$ cat config.mk
export PLATFORM = sky130hd
export DESIGN_NAME = stock_table
export DESIGN_NICKNAME = d
export VERILOG_FILES = /design/src/rtl/stock_table.sv
export SDC_FILE = /design/constraint.sdc
export NUM_CORES = 1
export LEC_CHECK = 0
export ABC_AREA = 1
export CAP_MARGIN = 5
export CORE_ASPECT_RATIO = 0.9
export CORE_MARGIN = 5
export CORE_UTILIZATION = 45
export DETAILED_ROUTE_END_ITERATION = 6
export GPL_TIMING_DRIVEN = 0
export PLACE_DENSITY_LB_ADDON = 0.15
export SYNTH_ARGS = -nofsm -noshare
export SYNTH_HDL_FRONTEND = slang
export SYNTH_SLANG_ARGS = --single-unit
export TNS_END_PERCENT = 1
$ cat constraint.sdc
create_clock -name clock -period 5.7 [get_ports clock]
set_clock_uncertainty 0.2 [all_clocks]
set_input_delay 1.425 -clock clock [delete_from_list [all_inputs] [get_ports clock]]
set_output_delay 1.425 -clock clock [all_outputs]
set_load 0.05 [all_outputs]
$ cat src/rtl/stock_table.sv
// Vending-machine stock table: per-slot {price, count} registers with vend,
// restock/modify writes, an empty-slot mask and a handshaked sequential dump.
module stock_table #(
    parameter int SLOTS   = 8,
    parameter int CNT_W   = 5,
    parameter int PRICE_W = 6,
    localparam int SW     = (SLOTS > 1) ? $clog2(SLOTS) : 1,
    localparam int DW     = PRICE_W + CNT_W
) (
    input  logic               clock,
    input  logic               reset,
    input  logic               vend_req,
    input  logic [SW-1:0]      vend_slot,
    output logic               vend_ok,
    output logic               vend_fail,
    output logic [PRICE_W-1:0] vend_price,
    input  logic               wr_en,
    input  logic               wr_add,
    input  logic [SW-1:0]      wr_slot,
    input  logic [CNT_W-1:0]   wr_count,
    input  logic [PRICE_W-1:0] wr_price,
    input  logic               dump_start,
    output logic               dump_valid,
    input  logic               dump_ready,
    output logic [SW-1:0]      dump_index,
    output logic [DW-1:0]      dump_data,
    output logic               dump_busy,
    output logic               dump_done,
    output logic [SLOTS-1:0]   empty_mask
);

    typedef enum logic [1:0] {
        IDLE = 2'd0,
        SEND = 2'd1,
        DONE = 2'd2
    } dumpState_e;

    localparam logic [SW:0]      SLOTS_L  = (SW + 1)'(SLOTS);
    localparam logic [SW-1:0]    LAST_IDX = SW'(SLOTS - 1);
    localparam logic [CNT_W-1:0] CNT_MAX  = '1;

    logic [CNT_W-1:0]   count_q [SLOTS];
    logic [CNT_W-1:0]   count_d [SLOTS];
    logic [PRICE_W-1:0] price_q [SLOTS];
    logic [PRICE_W-1:0] price_d [SLOTS];

    logic               vendInRange;
    logic               wrInRange;
    logic               wrCollide;
    logic               vendGo;
    logic [CNT_W-1:0]   vendCount;
    logic [PRICE_W-1:0] vendPriceSel;
    logic [CNT_W-1:0]   wrSelCount;
    logic [CNT_W:0]     wrSum;
    logic [CNT_W-1:0]   wrNewCount;

    logic               vendOk_q;
    logic               vendFail_q;
    logic [PRICE_W-1:0] vendPrice_q;

    dumpState_e         state_q, state_d;
    logic [SW-1:0]      dumpIdx_q, dumpIdx_d;
    logic [DW-1:0]      dumpData_q, dumpData_d;
    logic               loadEn;
    logic [SW-1:0]      loadIdx;

    // A write to the same slot wins over a vend, so the vend is refused.
    always_comb begin
        vendInRange  = {1'b0, vend_slot} < SLOTS_L;
        wrInRange    = {1'b0, wr_slot} < SLOTS_L;
        vendCount    = '0;
        vendPriceSel = '0;
        wrSelCount   = '0;
        for (int i = 0; i < SLOTS; i++) begin
            if (vend_slot == SW'(i)) begin
                vendCount    = count_q[i];
                vendPriceSel = price_q[i];
            end
            if (wr_slot == SW'(i)) begin
                wrSelCount = count_q[i];
            end
        end
        wrCollide = wr_en && wrInRange && (wr_slot == vend_slot);
        vendGo    = vend_req && vendInRange && (vendCount != '0) && !wrCollide;
        wrSum     = {1'b0, wrSelCount} + {1'b0, wr_count};
        if (wr_add) begin
            wrNewCount = wrSum[CNT_W] ? CNT_MAX : wrSum[CNT_W-1:0];
        end else begin
            wrNewCount = wr_count;
        end
    end

    always_comb begin
        for (int i = 0; i < SLOTS; i++) begin
            count_d[i] = count_q[i];
            price_d[i] = price_q[i];
            if (wr_en && wrInRange && (wr_slot == SW'(i))) begin
                count_d[i] = wrNewCount;
                price_d[i] = wr_price;
            end else if (vendGo && (vend_slot == SW'(i))) begin
                count_d[i] = count_q[i] - CNT_W'(1);
            end
        end
    end

    always_ff @(posedge clock or posedge reset) begin
        if (reset) begin
            for (int i = 0; i < SLOTS; i++) begin
                count_q[i] <= '0;
                price_q[i] <= '0;
            end
        end else begin
            for (int i = 0; i < SLOTS; i++) begin
                count_q[i] <= count_d[i];
                price_q[i] <= price_d[i];
            end
        end
    end

    // Vend response; the reported price is held until the next request.
    always_ff @(posedge clock or posedge reset) begin
        if (reset) begin
            vendOk_q    <= 1'b0;
            vendFail_q  <= 1'b0;
            vendPrice_q <= '0;
        end else begin
            vendOk_q   <= vendGo;
            vendFail_q <= vend_req && !vendGo;
            if (vend_req) begin
                vendPrice_q <= vendInRange ? vendPriceSel : '0;
            end
        end
    end

    assign vend_ok    = vendOk_q;
    assign vend_fail  = vendFail_q;
    assign vend_price = vendPrice_q;

    always_comb begin
        for (int i = 0; i < SLOTS; i++) begin
            empty_mask[i] = (count_q[i] == '0);
        end
    end

    // Dump words are snapshotted on index load so stalls see stable data.
    always_comb begin
        state_d    = state_q;
        dumpIdx_d  = dumpIdx_q;
        dumpData_d = dumpData_q;
        loadEn     = 1'b0;
        loadIdx    = '0;
        case (state_q)
            IDLE: begin
                if (dump_start) begin
                    state_d = SEND;
                    loadEn  = 1'b1;
                    loadIdx = '0;
                end
            end
            SEND: begin
                if (dump_ready) begin
                    if (dumpIdx_q == LAST_IDX) begin
                        state_d = DONE;
                    end else begin
                        loadEn  = 1'b1;
                        loadIdx = dumpIdx_q + SW'(1);
                    end
                end
            end
            DONE: begin
                state_d = IDLE;
            end
            default: begin
                state_d = IDLE;
            end
        endcase
        if (loadEn) begin
            dumpIdx_d = loadIdx;
            for (int i = 0; i < SLOTS; i++) begin
                if (loadIdx == SW'(i)) begin
                    dumpData_d = {price_q[i], count_q[i]};
                end
            end
        end
    end

    always_ff @(posedge clock or posedge reset) begin
        if (reset) begin
            state_q    <= IDLE;
            dumpIdx_q  <= '0;
            dumpData_q <= '0;
        end else begin
            state_q    <= state_d;
            dumpIdx_q  <= dumpIdx_d;
            dumpData_q <= dumpData_d;
        end
    end

    assign dump_valid = (state_q == SEND);
    assign dump_busy  = (state_q == SEND) || (state_q == DONE);
    assign dump_done  = (state_q == DONE);
    assign dump_index = dumpIdx_q;
    assign dump_data  = dumpData_q;

endmodule

After elaboration in Yosys (flattened, before gate mapping)
Index checks and enable logic that the tools add are counted.

Register bits: 112. Latch bits: 0. Bits in writable memories: 0. Memory bits (read-only): 0. Input port bits: 24. Output and inout port bits: 33. Memories kept: 0.

Add/subtract/negate cells: 10. Multipliers: 0. Div/mod/pow operators: 0. $lt $le $gt $ge: 0. Equal/unequal tests: 28. Shift-type cells: 0. Muxes and demuxes: 61. Bitwise operators: 0. Reductions and logical operators: 47.

Operators with widths (number): $mux W5 (34); $mux W11 (8); $mux W6 (8); $logic_not A5 Y1 (8); $sub A5 B1 Y5 const B (8); $eq A3 B3 Y1 const B (13); $logic_and A1 B1 Y1 (20); $eq A3 B2 Y1 const B (6); $reduce_bool A2 Y1 (8); $eq A3 B1 Y1 const B (3); $logic_not A3 Y1 (3); $mux W3 (3); $reduce_bool A8 Y1 (1); $add A5 B5 Y6 (1); $mux W2 (3); $reduce_bool A5 Y1 (1); $ne A2 B1 Y1 const B (2); $pmux W2 S2 (1); $add A3 B1 Y3 const B (1); $eq A3 B3 Y1 (1); $mux W1 (3); $reduce_and A3 Y1 (1); $eq A2 B1 Y1 const B (1); $eq A2 B2 Y1 const B (1); other kinds (6) (7).

Longest topological paths before layout
Depth in word-level cells: 15. Gate-level depth with buffers: 20. Gate-level depth less buffers: 19.

Least setup slack after synthesis
OpenSTA, ideal clock, no wires.

Kind: input to register. From: input port wr_slot[0]. To: register count_q[39] in the netlist's numbering. Arrival time: 3.733 ns. Data required time: 5.383 ns. Setup slack: 1.650 ns. Stages: 18. Buffers on the path: 0. Path through: inv_2 nor2_1 nand2_1 o221ai_1 o21ai_0 o21ai_0 o22ai_1 a21oi_1 ha_1 inv_1 fa_1 o21ai_0 xnor2_1 nand3_1 o21ai_1 o21ai_0 nand2_1 nand2_1.

Longest elaborated chain between the ends: 13. Elaborated cells between the ends (all ways): 27. Those cells by class: 1 x add/sub; 8 x eq/ne; 11 x mux; 7 x reduce/logical.

Ends and longest elaborated chain: from (decl) (RTL line 19) `input logic [SW-1:0] wr_slot,`; $logic_not A3 Y1 (RTL line 79, 97); $mux W5 (8 in a row) (RTL line 79) `if (wr_slot == SW'(i)) begin`; $add A5 B5 Y6 (RTL line 85) `wrSum = {1'b0, wrSelCount} + {1'b0, wr_count};`; $mux W5 (RTL line 87) `wrNewCount = wrSum[CNT_W] ? CNT_MAX : wrSum[CNT_W-1:0];`; $mux W5 (RTL line 86) `if (wr_add) begin`; $mux W5 (RTL line 97) `if (wr_en && wrInRange && (wr_slot == SW'(i))) begin`; to (signal, indexed assignment) (RTL line 114) `count_q[i] <= count_d[i];`; to (decl) (RTL line 42) `logic [CNT_W-1:0] count_q [SLOTS];`.

Parallel ways exist; a longest one is shown, timed or not. A chain may end at the register's enable or synchronous reset.

Worst setup path after layout
From: input port wr_slot[0]. To: register count_q[17] in the netlist's numbering.

Longest elaborated chain between the ends: 13. Elaborated cells between the ends (all ways): 27. Those cells by class: 1 x add/sub; 8 x eq/ne; 11 x mux; 7 x reduce/logical.

Ends and longest elaborated chain (RTL line): $logic_not A3 Y1 (79); $mux W5 (8 in a row) (79); $add A5 B5 Y6 (85); $mux W5 (87); $mux W5 (86); $mux W5 (97).

Parallel ways exist; a longest one is shown, timed or not.

==> summary.md <==
| Metric | Value |
|---|---|
| Run status | complete, no violations |
| Synth cell types | 44 |
| Final hold violation count | 0 |
| Initial antenna violation count | 0 |
| Slew headroom | 0.286 |
| Hold-fix buffers, CTS | 0 |
| Worst min path class | reg -> reg |
| Req. time, crit path | 5.75 ns |
| Height of the die | 135 um |
| Port Buffers | 53 |
| Most frequent cells in the layout | 330 x nand2_1, 142 x inv_1, 133 x o21ai_0 |
| Vias in the first global route | 7,012 |
| # setup viols final | 0 |
| Tcrit/Tclk final | 0.934 |
| Pins Over Slew Limit | 0 |
| Setup crit start | wr_slot[0] |
| Sequential share of the synthesized area | 0.359 |
| Syn nets | 1,161 |
| Clock share of power | 0.170 |
| Yosys top cell by area | dfrtp_1 |
| Residual DRC | 0 |
| Psw | 1.90 mW |
| Clock sink total | between 100 and 150 |
| Maximum fanout along the worst path | 8 |
| Logic pwr share | 0.506 |
| Yosys warns | 0 |
| Share of cells above drive strength 1 | 0.0779 |
| Asr flop ratio synth | 1.00 |
| DRT antenna net count | 0 |
| Post-synth EDFFs | 0 |
| P_leak | 4.39 nW |
| Total core area | roughly 0.017 mm2 |
| CTS tree | built |
| Row Count | 45 |
| Final estimated routing congestion in global placement | 0.923 |
| Total gr overflow | 0 |
| Mapped Avg Cell Area | 7.04 um2 |
| Post-layout nets | 1,227 |
| Iter 0 DRT Violations | 668 |
| Ys flop type | dfrtp_1 |
| Most common cell after layout, fill and taps aside | nand2_1 |
| Post-synthesis register bit count | 112 |
| Ports | 57 |
| Crit. End Element | register |
| Largest net degree at the start of global routing | 66 |
| CP Launch Type | input pin |
| MaxCap Viol Count | 0 |
| First-pass DRT Iterations | 5 |
| Worst reg2reg path startpoint | count_q[37]$_DFFE_PP0P_ |
| Worst-path clk slew | 0.08 ns |
| WL/cell | 15.6 um |
| RSZ-0062 raised after global routing | no |
| CTS H-tree depth | 3 |
| Crit path DAT | 5.38 ns |
| WL final | 22.1 mm |
| Worst slack, placed | 0.105 ns |
| Initial Utilization | 0.461 |
| Vias | 7,436 |
| Post-Syn Instances | 1,110 |
| Tmin final | 5.32 ns |
| Die Footprint | approximately 0.020 mm2 |
| Worst vdd ir | 0.000286 V |
| DIE WIDTH | roughly 150 um |
| Detailed placer's ending HPWL | 16.8 mm |
| Post CTS Setup Buffer Count | 0 |
| Worst setup margin | between 0.3 and 0.4 ns |
| PwrDens | 446 mW/mm2 |
| Switching Share | 0.474 |
| CP Class | in -> reg |
| HP Start | dump_data[5]$_DFFE_PP0P_ |
| DR vias/cell | 5.25 |
| Seq pwr share | 0.324 |
| Slew @ Worst Pin | between 1 and 1.5 ns |
| First-pass GRT wire length | 36.5 mm |
| Clock Latency Late Sink | 0.37 ns |
| Area grow syn2layout | 15.1% |
| GR Util All Layers | 0.227 |
| Total CTS buffers | 9 |
| # resized after CTS | 0 |
| Mapped cell area | just under 0.008 mm2 |
| Share of the synthesized area in the top cell type | 0.359 |
| FMAX | 0.188 GHz |
| Internal cell power | 2.11 mW |
| Filler cells | 1,683 |
| CTS Root Cell | clkbuf_16 |
| Clock Path Buffers | 2 |
| Ant diodes | 0 |
| Area contributors post-synth | dfrtp_1 36%, nand2_1 16%, o21ai_0 8.5%, nand3_1 6.9%, inv_1 6.9% |
| Min Hold Slack | 0.283 ns |
[cells by family after synthesis]
group | after synthesis | share of synthesized area
simple gates | 541 | 0.323
compound gates | 201 | 0.139
buf+inv | 200 | 0.102
flops | 112 | 0.359
fa+ha+maj | 27 | 0.0442
xor+xnor | 21 | 0.0235
mux | 8 | 0.0102
[flip-flops by register name (all words and copies together), names as in the netlist]
name,flops
state_q,2
vend_price,6
vend_ok,1
count_q,40
price_q,48
dump_data,11
vend_fail,1
dump_index,3
[Yosys cell counts, drive strengths merged, types with 4 or more instances]
cell     instances
nand2          342
inv            158
o21ai          146
nand3          119
dfrtp          112
nor2            52
ha              26
buf             23
a21oi           22
nor3            19
xor2            16
clkbuf          15
o22ai           15
mux2i            8
o221ai           8
nand4            6
xnor2            5
a2111oi          4
clkinv           4
[final timing paths]
kind,to,slack [ns],cells past startpoint
worst max-delay path,count_q[17]$_DFFE_PP0P_,0.38,20
worst min-delay path,dump_data[5]$_DFFE_PP0P_,0.28,2
worst max register to register,count_q[17]$_DFFE_PP0P_,1.90,17
worst min register to register,dump_data[5]$_DFFE_PP0P_,0.28,2
max in group asynchronous,count_q[24]$_DFFE_PP0P_,3.35,3
min in group asynchronous,dump_data[6]$_DFFE_PP0P_,1.26,2
[worst max-delay path: stages]
cell	delay, ns
clkdlybuf4s50_1	0.55
inv_2	0.10
nor2_1	0.18
nand2_1	0.20
o221ai_1	0.20
o21ai_0	0.17
nand4_1	0.11
o21ai_0	0.13
a22oi_1	0.25
ha_1	0.33
a21oi_1	0.14
nand2_1	0.09
nand2_1	0.07
nand2_1	0.05
a21oi_1	0.33
nand3_1	0.11
o21ai_1	0.58
o21ai_0	0.19
nand2_1	0.11
nand2_1	0.05
[area by class of cell]
type / count / area, um2 / share of cell area
multi-input cells: 798 / 4220 / 0.469
flip-flops and latches: 112 / 2800 / 0.312
inverters: 162 / 623 / 0.0693
repair buffers: 55 / 566 / 0.0629
well taps: 235 / 294 / 0.0327
clock buffers: 9 / 225 / 0.0250
plain buffers: 38 / 179 / 0.0199
clock inverters: 7 / 90.1 / 0.0100
[power by group through the flow]
stage | clock [mW] | sequential (mW) | combinational, mW
after global placement | 0 | 1.31 | 2.00
after global routing | 0.723 | 1.34 | 2.29
final | 0.683 | 1.30 | 2.03
after detailed placement | 0 | 1.31 | 2.02
after floorplan | 0 | 1.41 | 1.33
after CTS | 0.694 | 1.29 | 2.04
[stage by stage]
step           power, mW   util  instance area [um2]  instances  setup TNS, ns
6_report            4.01  0.531                 9000       1416              0
5_1_grt             4.34  0.531                 9000       1416              0
4_1_cts             4.02  0.530                 8990       1415              0
3_5_place_dp        3.33  0.512                 8670       1399              0
3_3_place_gp        3.31  0.510                 8640       1398         -85.70
2_1_floorplan       2.74      -                 7820       1110              0
[layer usage]
metal,track usage,up-vias,part of all wire
met3,0.0379,23,0.058
met5,0,-,0
li1,-,3723,-
met2,0.357,204,0.45
met1,0.329,3486,0.47
met4,0.0493,0,0.015
No activity file was read; power rests on OpenSTA's default activity.
